<file path="src/rtl/fifo_pkg.sv">
// Shared definitions for the async FIFO: default geometry, pointer typedefs,
// read-side output FSM encoding and binary-to-gray helper.
package fifo_pkg;

  localparam int FIFO_WIDTH = 8;
  localparam int FIFO_DEPTH = 16;
  localparam int FIFO_AW    = $clog2(FIFO_DEPTH);

  typedef logic [FIFO_AW:0]   ptr_t;
  typedef logic [FIFO_AW-1:0] addr_t;

  typedef enum logic {
    EMPTY_OUT = 1'b0,
    VALID_OUT = 1'b1
  } rd_state_e;

  // Width-agnostic: callers truncate the result to their pointer width.
  function automatic logic [31:0] bin2gray(input logic [31:0] b);
    return b ^ (b >> 1);
  endfunction

endpackage

</file>
<file path="src/rtl/gray2bin.sv">
// Purely combinational gray-to-binary converter; each binary bit is the XOR
// of all gray bits at or above its position.
module gray2bin #(
  parameter int N = 5
) (
  input  logic [N-1:0] gray,
  output logic [N-1:0] bin
);

  for (genvar i = 0; i < N; i++) begin : g_bit
    assign bin[i] = ^(gray >> i);
  end

endmodule

</file>
<file path="src/rtl/fifo_rd_ctrl.sv">
// Read-side control of the async FIFO: read pointer, empty flag, occupancy and
// FWFT output register. Optional almost_empty output under FIFO_RD_ALMOST_EMPTY_EN.
module fifo_rd_ctrl
  import fifo_pkg::*;
#(
  parameter int WIDTH = FIFO_WIDTH,
  parameter int DEPTH = FIFO_DEPTH
`ifdef FIFO_RD_ALMOST_EMPTY_EN
  , parameter int AE_LEVEL = 2
`endif
  , localparam int AW = $clog2(DEPTH)
) (
  input  logic             r_clk,
  input  logic             rst_n,
  input  logic [AW:0]      rsync_ptr2,
  input  logic [WIDTH-1:0] rdata_mem,
  output logic [AW-1:0]    raddr,
  output logic [AW:0]      rptr,
  output logic             empty,
  output logic [WIDTH-1:0] dout,
  output logic             dout_valid,
  input  logic             dout_ready,
  output logic [AW:0]      rd_count
`ifdef FIFO_RD_ALMOST_EMPTY_EN
  , output logic           almost_empty
`endif
);

  logic [AW:0]      rbin_r;
  logic [AW:0]      rptr_r;
  logic             empty_r;
  logic [AW:0]      count_r;
  logic [WIDTH-1:0] dout_r;
  rd_state_e        state_r;

  logic [AW:0]      rbin_next_s;
  logic [AW:0]      rgray_next_s;
  logic [AW:0]      wbin_sync_s;
  logic [AW:0]      count_next_s;
  logic             pop_s;
  rd_state_e        state_next_s;
  logic [WIDTH-1:0] dout_next_s;

  gray2bin #(.N(AW + 1)) u_wptr_g2b (
    .gray (rsync_ptr2),
    .bin  (wbin_sync_s)
  );

  // Pointer arithmetic: a word leaves memory whenever the output register can take it.
  always_comb begin
    pop_s        = ~empty_r & (~dout_valid | dout_ready);
    rbin_next_s  = rbin_r + (AW + 1)'(pop_s);
    rgray_next_s = (AW + 1)'(bin2gray(32'(rbin_next_s)));
    count_next_s = wbin_sync_s - rbin_next_s;
  end

  // Pointer, empty flag and occupancy registers.
  always_ff @(posedge r_clk or posedge rst_n) begin
    if (rst_n) begin
      rbin_r  <= '0;
      rptr_r  <= '0;
      empty_r <= 1'b1;
      count_r <= '0;
    end else begin
      rbin_r  <= rbin_next_s;
      rptr_r  <= rgray_next_s;
      empty_r <= (rgray_next_s == rsync_ptr2);
      count_r <= count_next_s;
    end
  end

  // Output FSM next state; a pop in VALID_OUT only happens when dout_ready is high.
  always_comb begin
    state_next_s = state_r;
    dout_next_s  = dout_r;
    case (state_r)
      EMPTY_OUT: begin
        if (pop_s) begin
          dout_next_s  = rdata_mem;
          state_next_s = VALID_OUT;
        end else begin
          state_next_s = EMPTY_OUT;
        end
      end
      VALID_OUT: begin
        if (pop_s) begin
          dout_next_s  = rdata_mem;
          state_next_s = VALID_OUT;
        end else if (dout_ready) begin
          state_next_s = EMPTY_OUT;
        end else begin
          state_next_s = VALID_OUT;
        end
      end
      default: begin
        state_next_s = EMPTY_OUT;
      end
    endcase
  end

  // Output FSM state and data register.
  always_ff @(posedge r_clk or posedge rst_n) begin
    if (rst_n) begin
      state_r <= EMPTY_OUT;
      dout_r  <= '0;
    end else begin
      state_r <= state_next_s;
      dout_r  <= dout_next_s;
    end
  end

`ifdef FIFO_RD_ALMOST_EMPTY_EN
  logic ae_r;

  // Almost-empty threshold uses the same next-cycle occupancy as rd_count.
  always_ff @(posedge r_clk or posedge rst_n) begin
    if (rst_n) begin
      ae_r <= 1'b1;
    end else begin
      ae_r <= (count_next_s <= (AW + 1)'(AE_LEVEL));
    end
  end

  assign almost_empty = ae_r;
`endif

  assign raddr      = rbin_r[AW-1:0];
  assign rptr       = rptr_r;
  assign empty      = empty_r;
  assign rd_count   = count_r;
  assign dout       = dout_r;
  assign dout_valid = (state_r == VALID_OUT);

endmodule

</file>
<file path="config.mk">
export PLATFORM = sky130hd
export DESIGN_NAME = fifo_rd_ctrl
export DESIGN_NICKNAME = d
export VERILOG_FILES = /design/src/rtl/fifo_pkg.sv /design/src/rtl/gray2bin.sv /design/src/rtl/fifo_rd_ctrl.sv
export SDC_FILE = /design/constraint.sdc
export NUM_CORES = 1
export LEC_CHECK = 0
export ABC_AREA = 1
export CORE_ASPECT_RATIO = 1.1
export CORE_UTILIZATION = 48
export DETAILED_ROUTE_END_ITERATION = 12
export GPL_TIMING_DRIVEN = 0
export PLACE_DENSITY_LB_ADDON = 0.12
export SYNTH_ARGS = -nofsm -noshare
export SYNTH_HDL_FRONTEND = slang
export SYNTH_SLANG_ARGS = --single-unit
</file>
<file path="constraint.sdc">
create_clock -name r_clk -period 3.7 [get_ports r_clk]
set_input_delay 1.11 -clock r_clk [delete_from_list [all_inputs] [get_ports r_clk]]
set_output_delay 1.11 -clock r_clk [all_outputs]
set_load 0.02 [all_outputs]
</file>
### Word level (Yosys, flattened, before mapping)

Cells that the tools add are included.

* register bits after elaboration: 25
* latch bits: 0
* RAM bits: 0
* bits in read-only memories: 0
* bits of input ports: 16
* output and inout bits: 24
* word-level logic and storage cells: 24
* memories: 0

* add/sub/neg operators: 2
* $mul: 0
* div/mod/pow operators: 0
* $lt $le $gt $ge: 0
* equal/unequal tests: 1
* shift operators: 0
* multiplexer cells: 5
* bitwise logic cells: 5
* reductions and logical operators: 5

Operators by type and width (number)
* $reduce_xor A5 Y1: 5
* $mux W8: 1
* $add A5 B1 Y5: 1
* $eq A5 B5 Y1: 1
* $sub A5 B5 Y5: 1
* $xor A5 B4 Y5: 1
* $mux W1: 3
* $not A1 Y1: 2
* $pmux W1 S2: 1
* $and A1 B1 Y1: 1
* $or A1 B1 Y1: 1

### Depth between registers and ports, before layout

Gate-level depths: netlist of the first run.

* depth in word-level cells: 6
* mapped depth: 14
* mapped depth without buffers: 14

### Hierarchy

From an unflattened synthesis of the first run, not the netlist that was laid out.

* cells, all modules: 169
* area, all modules: 1332.5 um2

Modules (own cells, without submodules)
* fifo_rd_ctrl: instances 1, cells each 142, area an instance 1198.6 um2
* gray2bin: instances 1, cells each 27, area an instance 133.9 um2

### Worst setup path before layout of the first run

OpenSTA, ideal clock, no wires.

* path type: input -> register
* from: in dout_ready
* to: reg count_r[3] (netlist: rd_count[3])
* data arrival time: 2.910 ns
* required time: 3.621 ns
* setup slack: 0.711 ns
* stages on the path: 12
* path buffers: 0
* path through: inv_1 -> a21oi_2 -> ha_1 -> ha_1 -> inv_1 -> nand2_2 -> nand2_4 -> ha_1 -> nand2_1 -> nor2_1 -> a211oi_1 -> xor2_1

* word-level cells in the longest chain between the ends: 4

RTL lines
* from (decl): line fifo_rd_ctrl.sv:22 `input logic dout_ready,`
* $or A1 B1 Y1: line fifo_rd_ctrl.sv:51 `pop_s = ~empty_r & (~dout_valid | dout_ready);`
* $and A1 B1 Y1: line fifo_rd_ctrl.sv:51
* named net pop_s: line fifo_rd_ctrl.sv:40 `logic pop_s;`
* $add A5 B1 Y5: line fifo_rd_ctrl.sv:52 `rbin_next_s = rbin_r + (AW + 1)'(pop_s);`
* $sub A5 B5 Y5: line fifo_rd_ctrl.sv:54 `count_next_s = wbin_sync_s - rbin_next_s;`
* named net count_next_s[3]: line fifo_rd_ctrl.sv:39 `logic [AW:0] count_next_s;`
* to (signal assigned): line fifo_rd_ctrl.sv:68 `count_r <= count_next_s;`
* to (decl): line fifo_rd_ctrl.sv:32 `logic [AW:0] count_r;`

The timed path passes the listed nets, and every way through them passes these cells.
A chain may end at the register's enable or synchronous reset.

### Worst setup path in the final report of the first run

Ends and elaborated chain as after synthesis.

==> metrics.txt, run 1 <==
result of the run finished clean; instance count along the most critical hold path 1; die boundary height 55.0 um; Adder-Cell Fraction of Synth Area 6.75%; Layout area overhead 37.9%; normalized max-slew margin about two fifths; vias per cell 4.84; highest ir drop seen on vdd 591 uV; Top Usage Layer GRT met2; Overflow after GRT 0; number of routed nets with antenna violations 0; multiplexer fraction of the synthesized cell area 0%; buffer count from post-CTS setup fixing 0; portion of total power attributed to the clock network 9.0%; area enclosed by the die boundary 0.00276 mm^2; Hold/Removal Path Class flip-flop to flip-flop; synthesized-area fraction occupied by and/or/nand/nor cells 32.2%; Compound-Gate Fraction of Synth Area between 2 and 2.5%; post-synthesis cell area 0.00122 mm^2; post-route fraction of the period consumed by the critical path 94.7%; source of the worst hold timing path empty; clock transition time at the flip-flop clock pins of the worst setup and hold paths 0.13 ns; row count 18; switching portion of total power 44.6%; mean area per synthesized cell 8.32 um^2; reported max-cap violation count 0; critical path peak fanout 10; most frequent standard cell in the layout excluding fill and tap cells sky130_fd_sc_hd__nand2_1; half-perimeter wire length after placement about 1900 um; synth warn 0; Peak Freq 286 MHz; DR DRC count 0; worst slew pin tran 0.875 ns; net switching component of the power 0.660 mW; largest stage delay on the critical path between 0.4 and 0.5 ns; Final Hold Fails 0; average wire per cell in the routed design around 11 um; total wire length 2340 um; logic depth of the worst register-to-register path 11; endpoint of the most critical register-to-register path rd_count[3]; total core area 0.00232 mm^2; power density over the cells 877 mW/mm^2; Post-Place Cell Area 0.00165 mm^2; wire length of the first global-routing pass ~4000 um; fraction of post-synthesis cell area in the top cell type by area ~47%; pin count of the biggest net entering global routing 25; CP cell instances clkdlybuf4s50_1 > inv_1 > a21oi_2 > ha_1 > ha_1 > inv_1 > nand2_2 > nand2_4 > ha_1 > nand2_1 > nor2_1 > a211oi_1 > xor2_1; share of layout cells above drive strength 1 between 10% and 20%; max-slew violation count 0; Worst Setup End Kind flip-flop; global routing usage summed across all routing layers 18.8%; number of sinks on the clock net 24; worst reg2reg path startpoint dout_valid; cell at the root of the clock tree sky130_fd_sc_hd__clkbuf_4; Period minus WS final roughly 3.5 ns; clk buf depth 2; type of the setup path with the least slack input port to flip-flop; unrepaired setup endpoints after global routing no; number of I/O port buffers 39; CP max-delay cell sky130_fd_sc_hd__clkdlybuf4s50_1; kind of start point of the critical path input port; total buffers and inverters traversed by the critical path 3; number of placed I/O pins 40; via count of the first global-routing pass 983; initial cell density of the core 52.8%; clock latency on the worst-skew pair 0.30 ns; met2 Use GR 36.4%; post-synthesis register bit count 24; combinational family with the most area after synthesis simple AND/OR/NAND/NOR gates; number of distinct library cells after synthesis 19; crit-path leading delay family adder cells; most prevalent standard cell on the critical path sky130_fd_sc_hd__ha_1; Die Width 50.1 um; detailed-router iteration count before antenna repair 5; CP Data Required Time 3.94 ns; net count of the mapped netlist roughly 170; top area cells in the synthesized netlist sky130_fd_sc_hd__dfrtp_1 47%, sky130_fd_sc_hd__nand2_1 16%, sky130_fd_sc_hd__nand3_1 5.3%; sequential fraction of the synthesis area 49.2%; internal power 0.819 mW; cts repair resizes 0; slack of the worst reg-to-reg path approximately 1.1 ns; Inserted Diodes 0; fraction of power consumed by sequential logic 29.8%; total CTS buffers 3; final clock skew 0.00717 ns; hold-fix buffer count after cts 0; fin area 0.00169 mm^2; final estimated routing congestion in global placement 0.833; leakage 0.855 nW; total vias in the final route 1065; number of instances in the synthesized netlist approximately 150; number of antenna violations at the first check in global routing 0; number of nets in the layout 213; global-route met1 utilization between 20 and 25%; total power of the final layout approximately 1.5 mW; end of the worst hold path dout_valid; number of H-tree levels 1; met3 routing resource usage after global routing 3.01%; final count of negative-setup-slack endpoints 0; post-synth top area cell sky130_fd_sc_hd__dfrtp_1; fraction of synthesized cell area in xor and xnor cells 3.58%; combinational group share of total power 61.2%; most frequent cells in the layout 53 x sky130_fd_sc_hd__nand2_1, 39 x sky130_fd_sc_hd__clkdlybuf4s50_1, 23 x sky130_fd_sc_hd__dfrtp_1, 17 x sky130_fd_sc_hd__inv_1, 13 x sky130_fd_sc_hd__nand3_1; Iteration-0 DRC Markers 12; arrival time at the worst endpoint 3.74 ns; TritonCTS clock tree done
-- registers in the layout, indices dropped and copies added (netlist names) --
name        count
rptr            4
dout_valid      1
rd_count        5
empty           1
rbin_r          5
dout            8
-- power groups by stage --
stage	combinational, mW	sequential (mW)	clock, mW
floorplan	0.440	0.581	0
CTS	0.915	0.440	0.138
global route	1.00	0.453	0.146
global placement	0.888	0.442	0
finish	0.906	0.440	0.133
detailed placement	0.911	0.446	0
-- routing by layer --
layer  up-vias  wire, um
li1        548         -
met1       482      1040
met2        31      1180
met3         4       102
met4         0        17
met5         -         0
-- worst max-delay path by stage --
stage / slack [ns] / end / cells after the start / startpoint
floorplan: 0.71 / rd_count[3] / 12 / dout_ready
global placement: -0.06 / rd_count[3] / 13 / dout_ready
detailed placement: -0.11 / rd_count[3] / 13 / dout_ready
CTS: 0.20 / rd_count[3] / 13 / dout_ready
global route: 0.006 / rd_count[3] / 13 / dout_ready
finish: 0.20 / rd_count[3] / 13 / dout_ready
-- per-stage QoR --
stage	setup WS (ns)	utilization [%]	cells	hold slack, ns	setup TNS (ns)
CTS	0.199	72.8	220	0.482	0
detailed placement	-0.106	71.2	216	0.451	-0.173
floorplan	0.711	-	147	0.490	0
global placement	-0.0585	71.2	216	0.446	-0.0585
global route	0.00626	72.8	220	0.491	0
finish	0.197	72.8	220	0.479	0
-- synth_stat cells --
master	instances
sky130_fd_sc_hd__nand2_4	1
sky130_fd_sc_hd__a211oi_1	1
sky130_fd_sc_hd__nand3b_1	1
sky130_fd_sc_hd__nor2_1	8
sky130_fd_sc_hd__dfstp_2	1
sky130_fd_sc_hd__o21ai_1	1
sky130_fd_sc_hd__nand2_2	9
sky130_fd_sc_hd__ha_1	5
sky130_fd_sc_hd__inv_2	2
sky130_fd_sc_hd__o21ai_2	1
sky130_fd_sc_hd__dfrtp_1	23
sky130_fd_sc_hd__inv_1	17
sky130_fd_sc_hd__nand4_1	4
sky130_fd_sc_hd__nand3_1	13
sky130_fd_sc_hd__nand2_1	53
sky130_fd_sc_hd__fa_1	1
sky130_fd_sc_hd__xnor2_1	2
sky130_fd_sc_hd__xor2_1	3
sky130_fd_sc_hd__a21oi_2	1
-- layout make-up --
type                       count  area [um^2]
sequential                    24          602
inverter                      19         71.3
clock buffer                   4         36.3
timing repair buffer          39          390
tap                           30         37.5
multi-input combinational    104          551
fill                         179          632
-- cells by family (layout without fill, tap and decap cells) --
logic type / Yosys count / count (layout)
simple gates: 89 / 89
flops: 24 / 24
buf+inv: 19 / 62
fa+ha+maj: 6 / 6
xor+xnor: 5 / 5
compound gates: 4 / 4
No activity file was read; power rests on OpenSTA's default activity.
==> inputs of run 2 (changes only) <==
--- a/config.mk
+++ b/config.mk
@@ -6,6 +6,7 @@
 export NUM_CORES = 1
 export LEC_CHECK = 0
 export ABC_AREA = 1
+export CAP_MARGIN = 40
 export CORE_ASPECT_RATIO = 1.1
 export CORE_UTILIZATION = 48
 export DETAILED_ROUTE_END_ITERATION = 12
==> run 2 against run 1 <==
- worst hold slack better by 0.012 ns
- fmax up 3.8%
- combinational power up 0.8%
- clock power about the same
- power up 0.53%
- utilization up 0.97 points
- wire length up 3.4%
- sequential power about the same
- critical path depth unchanged
- critical path type unchanged
- critical endpoint unchanged
- largest power group unchanged
- highest routed layer unchanged
==> metrics.txt, run 2 (synthesized netlist as in run 1, its figures left out) <==
result of the run finished clean; number of sinks on the clock net 24; number of I/O port buffers 39; number of routed nets with antenna violations 0; post-route fraction of the period consumed by the critical path 91.2%; via count of the first global-routing pass between 1000 and 1500; portion of total power attributed to the clock network ~8.9%; fraction of the core area covered by cells at the end of the flow 73.7%; type of the setup path with the least slack input port to flip-flop; slack of the worst reg-to-reg path 1.17 ns; DR DRC count 0; final count of negative-setup-slack endpoints 0; total buffers and inverters traversed by the critical path 3; max FFs per register 8; Inserted Diodes 0; number of nets in the layout 214; CP cell instances clkdlybuf4s50_1 > inv_1 > a21oi_4 > ha_1 > ha_1 > inv_1 > nand2_2 > nand2_4 > ha_1 > nand2_1 > nor2_1 > a211oi_1 > xor2_1; Period minus WS final roughly 3.4 ns; total core area 0.00232 mm^2; number of cells in the finished layout apart from fillers approximately 220; Layout area overhead 39.8%; Die Width 50.1 um; clock latency on the worst-skew pair slightly above 0.3 ns; critical path peak fanout 10; total power of the final layout between 1 and 1.5 mW; power density over the cells just under 900 mW/mm^2; total CTS buffers 3; pin count of the biggest net entering global routing 16; leakage 0.864 nW; net switching component of the power 0.665 mW; area enclosed by the die boundary ~0.0028 mm^2; number of placed I/O pins 40; reported max-cap violation count 0; detailed-router iteration count before antenna repair 4; most frequent cells in the layout 53 x sky130_fd_sc_hd__nand2_1, 39 x sky130_fd_sc_hd__clkdlybuf4s50_1, 23 x sky130_fd_sc_hd__dfrtp_1, 17 x sky130_fd_sc_hd__inv_1, 13 x sky130_fd_sc_hd__nand3_1; clock transition time at the flip-flop clock pins of the worst setup and hold paths around 0.13 ns; fraction of power consumed by sequential logic between 20% and 30%; Final Hold Fails 0; clk buf depth 2; most prevalent standard cell on the critical path sky130_fd_sc_hd__ha_1; share of layout cells above drive strength 1 10.5%; Worst Setup End Kind flip-flop; internal power between 0.8 and 0.9 mW; die boundary height 55.0 um; wire length of the first global-routing pass around 4100 um; max-slew violation count 0; normalized max-slew margin 72.6%; number of antenna violations at the first check in global routing 0; total vias in the final route 1088; largest stage delay on the critical path around 0.45 ns; combinational group share of total power approximately three fifths; placed cells 217; buffer count from post-CTS setup fixing 0; number of H-tree levels 1; initial cell density of the core 52.8%; crit-path leading delay family adder cells; most frequent standard cell in the layout excluding fill and tap cells sky130_fd_sc_hd__nand2_1; vias per cell 4.92; highest ir drop seen on vdd 612 uV; Final Hold Slack just under 0.5 ns; Iteration-0 DRC Markers 11; Peak Freq 296 MHz; total wire length 2420 um; worst slew pin tran 0.411 ns; CP Data Required Time a little under 4 ns; half-perimeter wire length after placement 1970 um; average wire per cell in the routed design roughly 11 um; final estimated routing congestion in global placement about 0.83; final clock skew 0.0115 ns; CP max-delay cell sky130_fd_sc_hd__clkdlybuf4s50_1; Overflow after GRT 0; Hold/Removal Path Class flip-flop to flip-flop; TritonCTS clock tree done; global routing usage summed across all routing layers between 10% and 20%; hold-fix buffer count after cts 0; switching portion of total power 44.7%; arrival time at the worst endpoint 3.62 ns; unrepaired setup endpoints after global routing no; kind of start point of the critical path input port; row count 18; cell at the root of the clock tree sky130_fd_sc_hd__clkbuf_4
run 2: final cells by class:
class                   instances  area, um^2
multi-input cells             104         558
flip-flops and latches         24         602
fillers                       179         609
well taps                      30        37.5
clock buffers                   4        36.3
repair buffers                 40         405
inverters                      19        71.3
run 2: worst register-to-register path: cells and delay by family (launching register included):
| kind | cells | cell delay [ns] |
|---|---|---|
| and+or+nand+nor | 4 | 0.32 |
| xor gates and xnor gates | 1 | 0.18 |
| DFF | 1 | 0.44 |
| adders and majority gates | 3 | 0.89 |
| AOI/OAI and AO/OA | 2 | 0.56 |
| buffers and inverters | 1 | 0.08 |
run 2: path summary, 6_finish.rpt:
path / to / from / depth (start not counted)
max in group asynchronous: rptr[0] / rst_n / 3
worst max-delay path: rd_count[3] / dout_ready / 13
min in group asynchronous: dout_valid / rst_n / 2
worst min-delay path: dout_valid / empty / 1
worst min register to register: dout_valid / empty / 1
worst max register to register: rd_count[3] / dout_valid / 11
run 2: power by group through the flow:
stage	Combinational (mW)	Clock, mW	Sequential [mW]
finish	0.913	0.132	0.442
global route	1.01	0.147	0.455
CTS	0.919	0.137	0.440
detailed placement	0.914	0	0.447
global placement	0.888	0	0.442
floorplan	0.440	0	0.581
run 2: per-layer routing:
| metal | part of all wire [%] | global-route usage (%) | routed length (um) | vias up |
|---|---|---|---|---|
| met3 | 3.8 | 3.28 | 92 | 4 |
| met2 | 52 | 38.4 | 1270 | 25 |
| li1 | - | - | - | 549 |
| met1 | 43 | 22.4 | 1030 | 510 |
| met4 | 1.1 | 5.71 | 26 | 0 |
| met5 | 0 | 0 | 0 | - |
run 2: repair_timing:
action / CTS / global route
gates resized for setup: 0 / 1
endpoints found under the hold margin: 0 / 0
setup endpoints to repair: 0 / 1
run 2: through the flow:
step,setup TNS [ns],instance area (um^2),worst slack [ns]
floorplan,0,1220,0.711
global placement,-0.0585,1650,-0.0585
detailed placement,-0.184,1670,-0.112
CTS,0,1700,0.199
global route,0,1710,0.125
finish,0,1710,0.325
==> inputs of run 3 (changes only) <==
--- a/config.mk
+++ b/config.mk
@@ -11,7 +11,7 @@
 export CORE_UTILIZATION = 48
 export DETAILED_ROUTE_END_ITERATION = 12
 export GPL_TIMING_DRIVEN = 0
-export PLACE_DENSITY_LB_ADDON = 0.12
+export PLACE_DENSITY = 0.83
 export SYNTH_ARGS = -nofsm -noshare
 export SYNTH_HDL_FRONTEND = slang
 export SYNTH_SLANG_ARGS = --single-unit
==> constraint.sdc (replaced) <==
create_clock -name r_clk -period 3.9 [get_ports r_clk]
set_input_delay 1.17 -clock r_clk [delete_from_list [all_inputs] [get_ports r_clk]]
set_output_delay 1.17 -clock r_clk [all_outputs]
set_load 0.02 [all_outputs]
==> run 3 against run 2 <==
- cell count did not move
- sequential power fell by 4.5%
- via count fell by 1.7%
- combinational power fell by 4.4%
- wire length rose by 6.3%
- power fell by 5.6%
- die area did not move
- sequential cell count did not move
- final area fell by 1.0%
- global-route usage rose by 1.5 points
- first-iteration DRC count did not move
- highest routed layer unchanged
==> metrics.txt, run 3 (synthesized netlist as in run 1, its figures left out) <==
vias per cell 4.84; CP cell instances clkdlybuf4s50_1 > inv_1 > a21oi_2 > ha_1 > ha_1 > inv_1 > nand2_2 > nand2_4 > ha_1 > nand2_1 > nor2_1 > a211oi_1 > xor2_1; DR DRC count 0; number of nets in the layout 214; Hold/Removal Path Class flip-flop to flip-flop; normalized max-slew margin a little over two thirds; final clock skew approximately 0.002 ns; number of sinks on the clock net 24; global routing usage summed across all routing layers around a fifth; number of antenna violations at the first check in global routing 0; CP max-delay cell sky130_fd_sc_hd__clkdlybuf4s50_1; unrepaired setup endpoints after global routing no; final count of negative-setup-slack endpoints 0; Final Hold Slack 0.479 ns; number of placed I/O pins 40; Iteration-0 DRC Markers 11; Period minus WS final 3.59 ns; max-slew violation count 0; cell at the root of the clock tree sky130_fd_sc_hd__clkbuf_4; Layout area overhead 38.3%; total core area 0.00232 mm^2; total CTS buffers 3; Overflow after GRT 0; Worst Setup End Kind flip-flop; total vias in the final route 1069; TritonCTS clock tree done; most frequent cells in the layout 53 x sky130_fd_sc_hd__nand2_1, 39 x sky130_fd_sc_hd__clkdlybuf4s50_1, 23 x sky130_fd_sc_hd__dfrtp_1, 17 x sky130_fd_sc_hd__inv_1, 13 x sky130_fd_sc_hd__nand3_1; critical path peak fanout 10; via count of the first global-routing pass 1069; max FFs per register 8; Die Width 50.1 um; arrival time at the worst endpoint 3.82 ns; die boundary height 55.0 um; kind of start point of the critical path input port; clock transition time at the flip-flop clock pins of the worst setup and hold paths 0.12 ns; area enclosed by the die boundary 0.00276 mm^2; sequential cell area in the final layout 602 um^2; area of the multi-input gates ~550 um^2; initial cell density of the core 52.8%; number of routed nets with antenna violations 0; Inserted Diodes 0; pin count of the biggest net entering global routing 16; layout filler cell count 178; number of I/O port buffers 39; buffer count from post-CTS setup fixing 0; wire length of the first global-routing pass 4310 um; final estimated routing congestion in global placement approximately 0.80; total wire length 2570 um; CP Data Required Time 4.13 ns; post-route fraction of the period consumed by the critical path 91.9%; clk buf depth 2; total power of the final layout 1.40 mW; power density over the cells 829 mW/mm^2; clock latency on the worst-skew pair between 0.3 and 0.4 ns; most frequent standard cell in the layout excluding fill and tap cells sky130_fd_sc_hd__nand2_1; most prevalent standard cell on the critical path sky130_fd_sc_hd__ha_1; highest ir drop seen on vdd 575 uV; leakage 0.857 nW; reported max-cap violation count 0; row count 18; half-perimeter wire length after placement 2080 um; Peak Freq 279 MHz; fraction of the core area covered by cells at the end of the flow 73.0%; type of the setup path with the least slack input port to flip-flop; cts repair resizes 0; detailed-router iteration count before antenna repair 4; hold-fix buffer count after cts 0; average wire per cell in the routed design 11.6 um; largest stage delay on the critical path around 0.45 ns; worst slew pin tran between 0.4 and 0.5 ns; Final Hold Fails 0; share of layout cells above drive strength 1 approximately a tenth; Post-Route Setup TNS 0 ns; result of the run finished clean; number of H-tree levels 1
run 3: changes by cell type in the layout (fill, tap and decap cells not counted):
cell                       delta
sky130_fd_sc_hd__a21oi_2      +1
sky130_fd_sc_hd__a21oi_4      -1
sky130_fd_sc_hd__clkbuf_1     +1
sky130_fd_sc_hd__clkbuf_8     -1
run 3: critical path: cells and delay by family:
family,cells,cell delay [ns]
AO/OA/AOI/OAI,2,0.61
XOR/XNOR,1,0.20
adder cells (fa/ha/maj),3,0.93
buffers and inverters,3,0.57
AND/OR/NAND/NOR,4,0.33
run 3: power by group:
part / switching (mW) / leakage (nW) / internal [mW]
clock: 0.0689 / 0.0150 / 0.0399
sequential: 0.0631 / 0.279 / 0.359
combinational: 0.509 / 0.562 / 0.364
total: 0.641 / 0.857 / 0.763
run 3: worst paths after layout:
| check | startpoint | endpoint | slack, ns | depth (start not counted) |
|---|---|---|---|---|
| hold / removal | empty | dout_valid | 0.48 | 1 |
| setup / recovery | dout_ready | rd_count[3] | 0.31 | 13 |
| max in group asynchronous | rst_n | empty | 2.23 | 3 |
| hold reg to reg | empty | dout_valid | 0.48 | 1 |
| setup reg to reg | dout_valid | rd_count[3] | 1.26 | 11 |
| min in group asynchronous | rst_n | rbin_r[1] | 1.15 | 2 |
run 3: layout make-up:
class	count	area share, %
flip-flops and latches	24	35.6
well taps	30	2.22
repair buffers	40	23.9
multi-input cells	104	32.5
inverters	19	4.21
clock buffers	4	1.55
run 3: routing by layer:
metal / track usage (%) / wire length (um)
met1: 23.3 / 1060
met2: 41.8 / 1350
met3: 3.01 / 131
met4: 8.57 / 23
met5: 0 / 0
run 3: metrics by stage:
stage               cell area, um^2  setup slack, ns  instances
floorplan                      1220            0.851        147
global placement               1650            0.112        216
detailed placement             1670           0.0256        217
CTS                            1690            0.326        221
global route                   1690            0.178        221
finish                         1690            0.314        221
